## config.mk

```make
export PLATFORM = sky130hd
export DESIGN_NAME = adam_aes_decipher_block
export DESIGN_NICKNAME = d
export VERILOG_FILES = /design/src/rtl/adam_aes_pkg.sv /design/src/rtl/adam_aes_inv_sbox.sv /design/src/rtl/adam_aes_decipher_block.sv
export SDC_FILE = /design/constraint.sdc
export NUM_CORES = 2
export LEC_CHECK = 0
export CORE_ASPECT_RATIO = 1.1
export CORE_MARGIN = 2
export CORE_UTILIZATION = 69
export DETAILED_ROUTE_END_ITERATION = 16
export MAX_ROUTING_LAYER = met4
export PLACE_DENSITY = 0.94
export SLEW_MARGIN = 20
export SYNTH_ARGS = -nofsm -noshare
export SYNTH_HDL_FRONTEND = slang
export SYNTH_SLANG_ARGS = --single-unit
```

## constraint.sdc

```tcl
create_clock -name clk -period 63.7 [get_ports clk]
set_input_delay 12.74 -clock clk [delete_from_list [all_inputs] [get_ports clk]]
set_output_delay 12.74 -clock clk [all_outputs]
set_load 0.01 [all_outputs]
```

## src/rtl/adam_aes_pkg.sv

```systemverilog
// adam_aes_pkg: shared AES decipher constants, FSM states and the GF(2^8)
// multipliers used by InvMixColumns.
package adam_aes_pkg;
  localparam logic [3:0] AES128_ROUNDS = 4'd10;
  localparam logic [3:0] AES256_ROUNDS = 4'd14;
  localparam logic KEYLEN_128 = 1'b0;
  localparam logic KEYLEN_256 = 1'b1;

  typedef enum logic [1:0] {IDLE, INIT, SBOX, MAIN} state_e;

  function automatic logic [7:0] xt(input logic [7:0] b);
    return {b[6:0], 1'b0} ^ (b[7] ? 8'h1b : 8'h00);
  endfunction

  function automatic logic [7:0] gm9(input logic [7:0] b);
    return xt(xt(xt(b))) ^ b;
  endfunction

  function automatic logic [7:0] gm11(input logic [7:0] b);
    return xt(xt(xt(b)) ^ b) ^ b;
  endfunction

  function automatic logic [7:0] gm13(input logic [7:0] b);
    return xt(xt(xt(b) ^ b)) ^ b;
  endfunction

  function automatic logic [7:0] gm14(input logic [7:0] b);
    return xt(xt(xt(b) ^ b) ^ b);
  endfunction
endpackage

```

## src/rtl/adam_aes_inv_sbox.sv

```systemverilog
// adam_aes_inv_sbox: combinational inverse S-box on a 32-bit word; each byte is
// the inverse affine map followed by the GF(2^8) multiplicative inverse.
module adam_aes_inv_sbox (
  input  logic [31:0] i_word,
  output logic [31:0] o_word
);
  function automatic logic [7:0] gmul(input logic [7:0] a, input logic [7:0] b);
    logic [7:0] p, t;
    p = '0;
    t = a;
    for (int i = 0; i < 8; i++) begin
      if (b[i]) p = p ^ t;
      t = {t[6:0], 1'b0} ^ (t[7] ? 8'h1b : 8'h00);
    end
    return p;
  endfunction

  // x^254 is the multiplicative inverse in GF(2^8), with 0 mapping to 0
  function automatic logic [7:0] ginv(input logic [7:0] x);
    logic [7:0] r;
    r = x;
    for (int i = 0; i < 6; i++) r = gmul(gmul(r, r), x);
    return gmul(r, r);
  endfunction

  function automatic logic [7:0] inv_byte(input logic [7:0] b);
    return ginv({b[6:0], b[7]} ^ {b[4:0], b[7:5]} ^ {b[1:0], b[7:2]} ^ 8'h05);
  endfunction

  for (genvar g = 0; g < 4; g++) begin : g_byte
    assign o_word[8*g +: 8] = inv_byte(i_word[8*g +: 8]);
  end
endmodule

```

## src/rtl/adam_aes_decipher_block.sv

```systemverilog
// adam_aes_decipher_block: iterative AES-128/256 decryption, round keys fetched by index.
// Define AES_DEC_PARALLEL_SBOX_EN to substitute all four state words in one SBOX cycle.
module adam_aes_decipher_block
  import adam_aes_pkg::*;
(
  input  logic         clk,
  input  logic         reset_n,
  input  logic         next,
  input  logic         keylen,
  output logic [3:0]   round,
  input  logic [127:0] round_key,
  input  logic [127:0] block,
  output logic [127:0] new_block,
  output logic         ready
);
  state_e       r_fsm, w_fsm_nxt;
  logic [3:0]   r_round_ctr, w_round_nxt;
  logic [1:0]   r_sword_ctr, w_sword_nxt;
  logic         r_keylen, w_keylen_nxt, r_ready, w_ready_nxt, w_sbox_last;
  logic [127:0] r_state, w_state_nxt, w_sbox_state;

  function automatic logic [127:0] inv_shift_rows(input logic [127:0] s);
    logic [127:0] o;
    for (int c = 0; c < 4; c++)
      for (int r = 0; r < 4; r++)
        o[127-8*(4*c+r) -: 8] = s[127-8*(4*((c+4-r)%4)+r) -: 8];
    return o;
  endfunction

  function automatic logic [127:0] inv_mix_columns(input logic [127:0] s);
    logic [127:0] o;
    logic [7:0] a0, a1, a2, a3;
    for (int c = 0; c < 4; c++) begin
      {a0, a1, a2, a3} = s[127-32*c -: 32];
      o[127-32*c -: 32] = {gm14(a0) ^ gm11(a1) ^ gm13(a2) ^ gm9(a3),
                           gm9(a0) ^ gm14(a1) ^ gm11(a2) ^ gm13(a3),
                           gm13(a0) ^ gm9(a1) ^ gm14(a2) ^ gm11(a3),
                           gm11(a0) ^ gm13(a1) ^ gm9(a2) ^ gm14(a3)};
    end
    return o;
  endfunction

`ifdef AES_DEC_PARALLEL_SBOX_EN
  for (genvar g = 0; g < 4; g++) begin : g_sbox
    adam_aes_inv_sbox u_inv_sbox (.i_word(r_state[32*g +: 32]), .o_word(w_sbox_state[32*g +: 32]));
  end
  assign w_sbox_last = 1'b1;
`else
  logic [1:0]  w_sel;
  logic [31:0] w_sub;
  // word 0 is the most significant, so the slice index counts down
  assign w_sel = 2'd3 - r_sword_ctr;
  adam_aes_inv_sbox u_inv_sbox (.i_word(r_state[{w_sel, 5'd0} +: 32]), .o_word(w_sub));
  always_comb begin
    w_sbox_state = r_state;
    w_sbox_state[{w_sel, 5'd0} +: 32] = w_sub;
  end
  assign w_sbox_last = r_sword_ctr == 2'd3;
`endif

  always_comb begin
    w_fsm_nxt    = r_fsm;
    w_round_nxt  = r_round_ctr;
    w_sword_nxt  = r_sword_ctr;
    w_keylen_nxt = r_keylen;
    w_ready_nxt  = r_ready;
    w_state_nxt  = r_state;
    case (r_fsm)
      IDLE: if (next) begin
        w_round_nxt  = keylen == KEYLEN_256 ? AES256_ROUNDS : AES128_ROUNDS;
        w_keylen_nxt = keylen;
        w_sword_nxt  = '0;
        w_ready_nxt  = 1'b0;
        w_fsm_nxt    = INIT;
      end
      INIT: begin
        w_state_nxt = inv_shift_rows(block ^ round_key);
        w_round_nxt = r_round_ctr - 4'd1;
        w_sword_nxt = '0;
        w_fsm_nxt   = SBOX;
      end
      SBOX: begin
        w_state_nxt = w_sbox_state;
        w_sword_nxt = w_sbox_last ? 2'd0 : r_sword_ctr + 2'd1;
        w_fsm_nxt   = w_sbox_last ? MAIN : SBOX;
      end
      MAIN: if (r_round_ctr != 4'd0) begin
        w_state_nxt = inv_shift_rows(inv_mix_columns(r_state ^ round_key));
        w_round_nxt = r_round_ctr - 4'd1;
        w_fsm_nxt   = SBOX;
      end else begin
        w_state_nxt = r_state ^ round_key;
        w_ready_nxt = 1'b1;
        w_fsm_nxt   = IDLE;
      end
    endcase
  end

  always_ff @(posedge clk or negedge reset_n) begin
    if (!reset_n) begin
      r_fsm       <= IDLE;
      r_round_ctr <= '0;
      r_sword_ctr <= '0;
      r_keylen    <= KEYLEN_128;
      r_ready     <= 1'b1;
      r_state     <= '0;
    end else begin
      r_fsm       <= w_fsm_nxt;
      r_round_ctr <= w_round_nxt;
      r_sword_ctr <= w_sword_nxt;
      r_keylen    <= w_keylen_nxt;
      r_ready     <= w_ready_nxt;
      r_state     <= w_state_nxt;
    end
  end

  // the first key fetched must be the last round key of the captured key length
  a_init_round: assert property (@(posedge clk) disable iff (!reset_n)
    r_fsm == INIT |-> r_round_ctr == (r_keylen == KEYLEN_256 ? AES256_ROUNDS : AES128_ROUNDS));

  assign round     = r_round_ctr;
  assign new_block = r_state;
  assign ready     = r_ready;
endmodule
```

==> flow_results.xml <==
<?xml version="1.0" encoding="UTF-8"?>
<metrics>
  <group name="logic_synthesis">
    <metric name="synthesis.yosys.warnings" unit="">0</metric>
    <metric name="synth_seq_cells" unit="">137</metric>
    <metric name="synthArstFlopShare" unit="">1.000</metric>
    <metric name="postSynth.topFlopCell" unit="">dfrtp_1</metric>
    <metric name="synth_nets" unit="">9563</metric>
    <metric name="synthesis.instances" unit="">9271</metric>
    <metric name="synth-edff-count" unit="">0</metric>
    <metric name="share_of_synthesized_area_occupied_by_flip_flops_and_latches" unit="">0.04559</metric>
    <metric name="synth_area_per_cell" unit="µm²">8.114</metric>
    <metric name="synth_cell_type_count" unit="">125</metric>
    <metric name="mappedNetlistArea" unit="mm²">0.07523</metric>
  </group>
  <group name="timing">
    <metric name="rsz0062_at_grt" unit="">no</metric>
    <metric name="max_freq" unit="MHz">33.17</metric>
    <metric name="final-setup-viol-count" unit="">0</metric>
    <metric name="transition_time_at_the_pin_with_the_least_slew_margin" unit="ns">1.331</metric>
    <metric name="number_of_max_slew_violations_in_the_final_report" unit="">0</metric>
    <metric name="finalHoldViolCount" unit="">0</metric>
    <metric name="timing.hold.ws" unit="ns">0.5556</metric>
    <metric name="timing.final.crit_share" unit="">0.4732</metric>
    <metric name="timing.max_slew.rel_slack" unit="">0.1062</metric>
    <metric name="post-route-min-period" unit="ns">30.14</metric>
    <metric name="final.setup.tns" unit="ns">0</metric>
    <metric name="skew" unit="ns">0.01440</metric>
  </group>
  <group name="detailed_routing">
    <metric name="dr_total_vias" unit="">75450</metric>
    <metric name="antenna_violating_nets_post_route" unit="">0</metric>
    <metric name="drt_iter0_markers" unit="">13750</metric>
    <metric name="viasPerCell" unit="">6.997</metric>
    <metric name="totalWireLength" unit="µm">302900</metric>
    <metric name="wire_per_inst" unit="µm">28.09</metric>
    <metric name="post-route-drc-count" unit="">0</metric>
    <metric name="detailedRoute.firstPassIterationCount" unit="">13</metric>
  </group>
  <group name="place">
    <metric name="dp_hpwl" unit="µm">223600</metric>
    <metric name="portBuffers" unit="">392</metric>
    <metric name="dpl.cell_count" unit="">10710</metric>
    <metric name="finalWeightedCongestion" unit="">1.127</metric>
  </group>
  <group name="setup_path">
    <metric name="critical_path_class" unit="">register to register</metric>
    <metric name="slowest_stage" unit="">mux4_2</metric>
    <metric name="r2r_start" unit="">r_sword_ctr[1]</metric>
    <metric name="critPathMaxStageDelay" unit="ns">0.95</metric>
    <metric name="critPathMostFrequentCell" unit="">xnor2_1</metric>
    <metric name="timing.critical_path.fanout_max" unit="">43</metric>
    <metric name="worst_setup_path_end_kind" unit="">register</metric>
    <metric name="r2r_setup_slack" unit="ns">33.56</metric>
    <metric name="cp.required" unit="ns">64.04</metric>
    <metric name="worstRegToRegCells" unit="">84</metric>
    <metric name="critPathLaunch" unit="">r_sword_ctr[1]</metric>
    <metric name="worst_r2r_endpoint" unit="">new_block[5]</metric>
    <metric name="worst-endpoint-arrival" unit="ns">30.48</metric>
    <metric name="setup.worst_path.start_class" unit="">register</metric>
  </group>
  <group name="clocking">
    <metric name="cts-root-to-sink-buffers" unit="">2</metric>
    <metric name="cts.repair_timing.setup_buffer_count" unit="">0</metric>
    <metric name="numClockSinks" unit="">137</metric>
    <metric name="insertion_delay" unit="ns">0.47</metric>
    <metric name="root_buffer" unit="">clkbuf_16</metric>
    <metric name="tritoncts" unit="">built</metric>
    <metric name="clkTransAtPathRegs" unit="ns">0.07</metric>
    <metric name="post_cts_resize_count" unit="">0</metric>
    <metric name="cts_hold_buf" unit="">0</metric>
    <metric name="htreeDepth" unit="">4</metric>
    <metric name="tritoncts.num_buffers" unit="">17</metric>
  </group>
  <group name="global_route">
    <metric name="antenna_found_initial" unit="">36</metric>
    <metric name="first_pass_grt_wire_length" unit="µm">444900</metric>
    <metric name="grt.overflow.total" unit="">0</metric>
    <metric name="global_route.usage.total" unit="">0.5355</metric>
    <metric name="grt_max_degree" unit="">95</metric>
    <metric name="first_global_vias" unit="">69880</metric>
  </group>
  <group name="floorplan">
    <metric name="die_area" unit="mm²">0.1117</metric>
    <metric name="pin_count" unit="">393</metric>
    <metric name="initial_core_util" unit="">0.6931</metric>
    <metric name="rows" unit="">127</metric>
    <metric name="core_area" unit="mm²">0.1085</metric>
    <metric name="die-width" unit="µm">318.8</metric>
    <metric name="die_h" unit="µm">350.3</metric>
  </group>
  <group name="status">
    <metric name="run_status" unit="">finished clean</metric>
  </group>
  <group name="min_path">
    <metric name="hp-class" unit="">register to register</metric>
    <metric name="startpoint_of_the_lowest_slack_hold_path" unit="">ready</metric>
    <metric name="hold_path_end" unit="">ready</metric>
    <metric name="timing.hold.worst_path_depth" unit="">2</metric>
  </group>
  <group name="layout">
    <metric name="post_route_cells_drive_above_1_share" unit="">0.07949</metric>
    <metric name="area_delta_synth_final" unit="%">7.649</metric>
    <metric name="multiInputGateArea" unit="mm²">0.06906</metric>
    <metric name="nNetsFinal" unit="">9602</metric>
    <metric name="layout.cells.non_filler" unit="">10780</metric>
    <metric name="area.sequential" unit="mm²">0.003440</metric>
    <metric name="fill_cells" unit="">7915</metric>
  </group>
  <group name="flow_run">
    <metric name="drv_cap" unit="">0</metric>
  </group>
</metrics>
==> layer usage <==
layer / vias to the layer above / part of all wire / GRT usage
met1: 35180 / 0.34 / 0.6302
li1: 32060 / - / -
met5: - / 0 / -
met4: 0 / 0.091 / 0.3529
met3: 1811 / 0.16 / 0.2006
met2: 6398 / 0.41 / 0.7622
==> registers in the layout, summed over array words and instances (netlist names) <==
| name | count |
|---|---|
| new_block | 128 |
| round | 4 |
| r_fsm | 2 |
| ready | 1 |
| r_sword_ctr | 2 |
==> through the flow <==
stage	utilization	instance area, µm²	worst slack [ns]
4_1_cts	0.7446	80810	34.32
6_report	0.7462	80980	33.56
3_5_place_dp	0.7391	80210	34.48
5_1_grt	0.7460	80970	32.06
2_1_floorplan	-	75230	39.97
3_3_place_gp	0.7390	80200	35.25
==> worst max path at each step <==
stage                          endpoint  slack (ns)  depth (start not counted)
after floorplan            new_block[5]       39.97                         93
after global placement     new_block[5]       35.25                         83
after detailed placement   new_block[5]       34.48                         84
after CTS                  new_block[5]       34.32                         84
after global routing      new_block[69]       32.06                         83
final                      new_block[5]       33.56                         84
==> cells in the final DEF, fill, tap and decap left out, types with 48 or more instances in the layout <==
cell,n
nor2_1,1046
xor3_1,73
xnor3_1,396
inv_1,68
a222oi_1,52
buf_4,230
mux2i_1,286
nor3_1,160
xnor2_2,138
a21oi_1,409
a221oi_1,88
dfrtp_1,132
clkdlybuf4s50_1,391
o22ai_1,147
and2_1,48
a22oi_1,75
o21ai_0,433
nand3_1,136
o211ai_1,71
xor2_1,677
nand2_1,866
xnor2_1,2236
nand2b_1,52
==> worst max-delay path: cells and delay by family, from the launching register on <==
family | cells | cell delay [ns]
AOI/OAI and AO/OA | 10 | 1.60
xor gates and xnor gates | 40 | 17.30
adders and majority gates | 7 | 2.88
buffers and inverters | 10 | 2.79
DFF | 1 | 0.62
muxes | 3 | 1.68
and+or+nand+nor | 14 | 3.00
==> kinds of logic (layout without fill, tap and decap cells) <==
kind of cell,count (synthesis),in the layout,synth area share
buffers and inverters,695,746,0.04005
XOR/XNOR,3641,3641,0.5424
adder cells (fa/ha/maj),38,38,0.006121
AO/OA/AOI/OAI,1794,1794,0.1582
AND/OR/NAND/NOR,2593,2593,0.1495
flip-flops,137,137,0.04559
other,0,41,0
multiplexers,373,373,0.05815
==> synthesized netlist by cell type (all sizes together) (91+ instances only) <==
library cell / count / area [µm²]
a21oi: 416 / 2105
a221oi: 91 / 815.8
buf: 243 / 1316
clkbuf: 359 / 1348
dfrtp: 136 / 3403
mux2i: 288 / 2899
nand2: 871 / 3284
nand3: 137 / 690.7
nor2: 1057 / 4003
nor3: 163 / 837.1
o21ai: 475 / 2381
o22ai: 150 / 957.2
xnor2: 2392 / 22120
xnor3: 435 / 9836
xor2: 728 / 6793
==> final cells by class <==
cell class | instances | area share
Antenna cell | 41 | 0.001267
Clock buffer | 18 | 0.005300
Clock inverter | 13 | 0.002086
Inverter | 93 | 0.004311
Multi-Input combinational cell | 8439 | 0.8528
Sequential cell | 137 | 0.04247
Tap cell | 1419 | 0.02192
Timing Repair Buffer | 622 | 0.06979
Power is not shown: default switching activity piles up to over one toggle a cycle in this logic, so the estimate is an artifact.
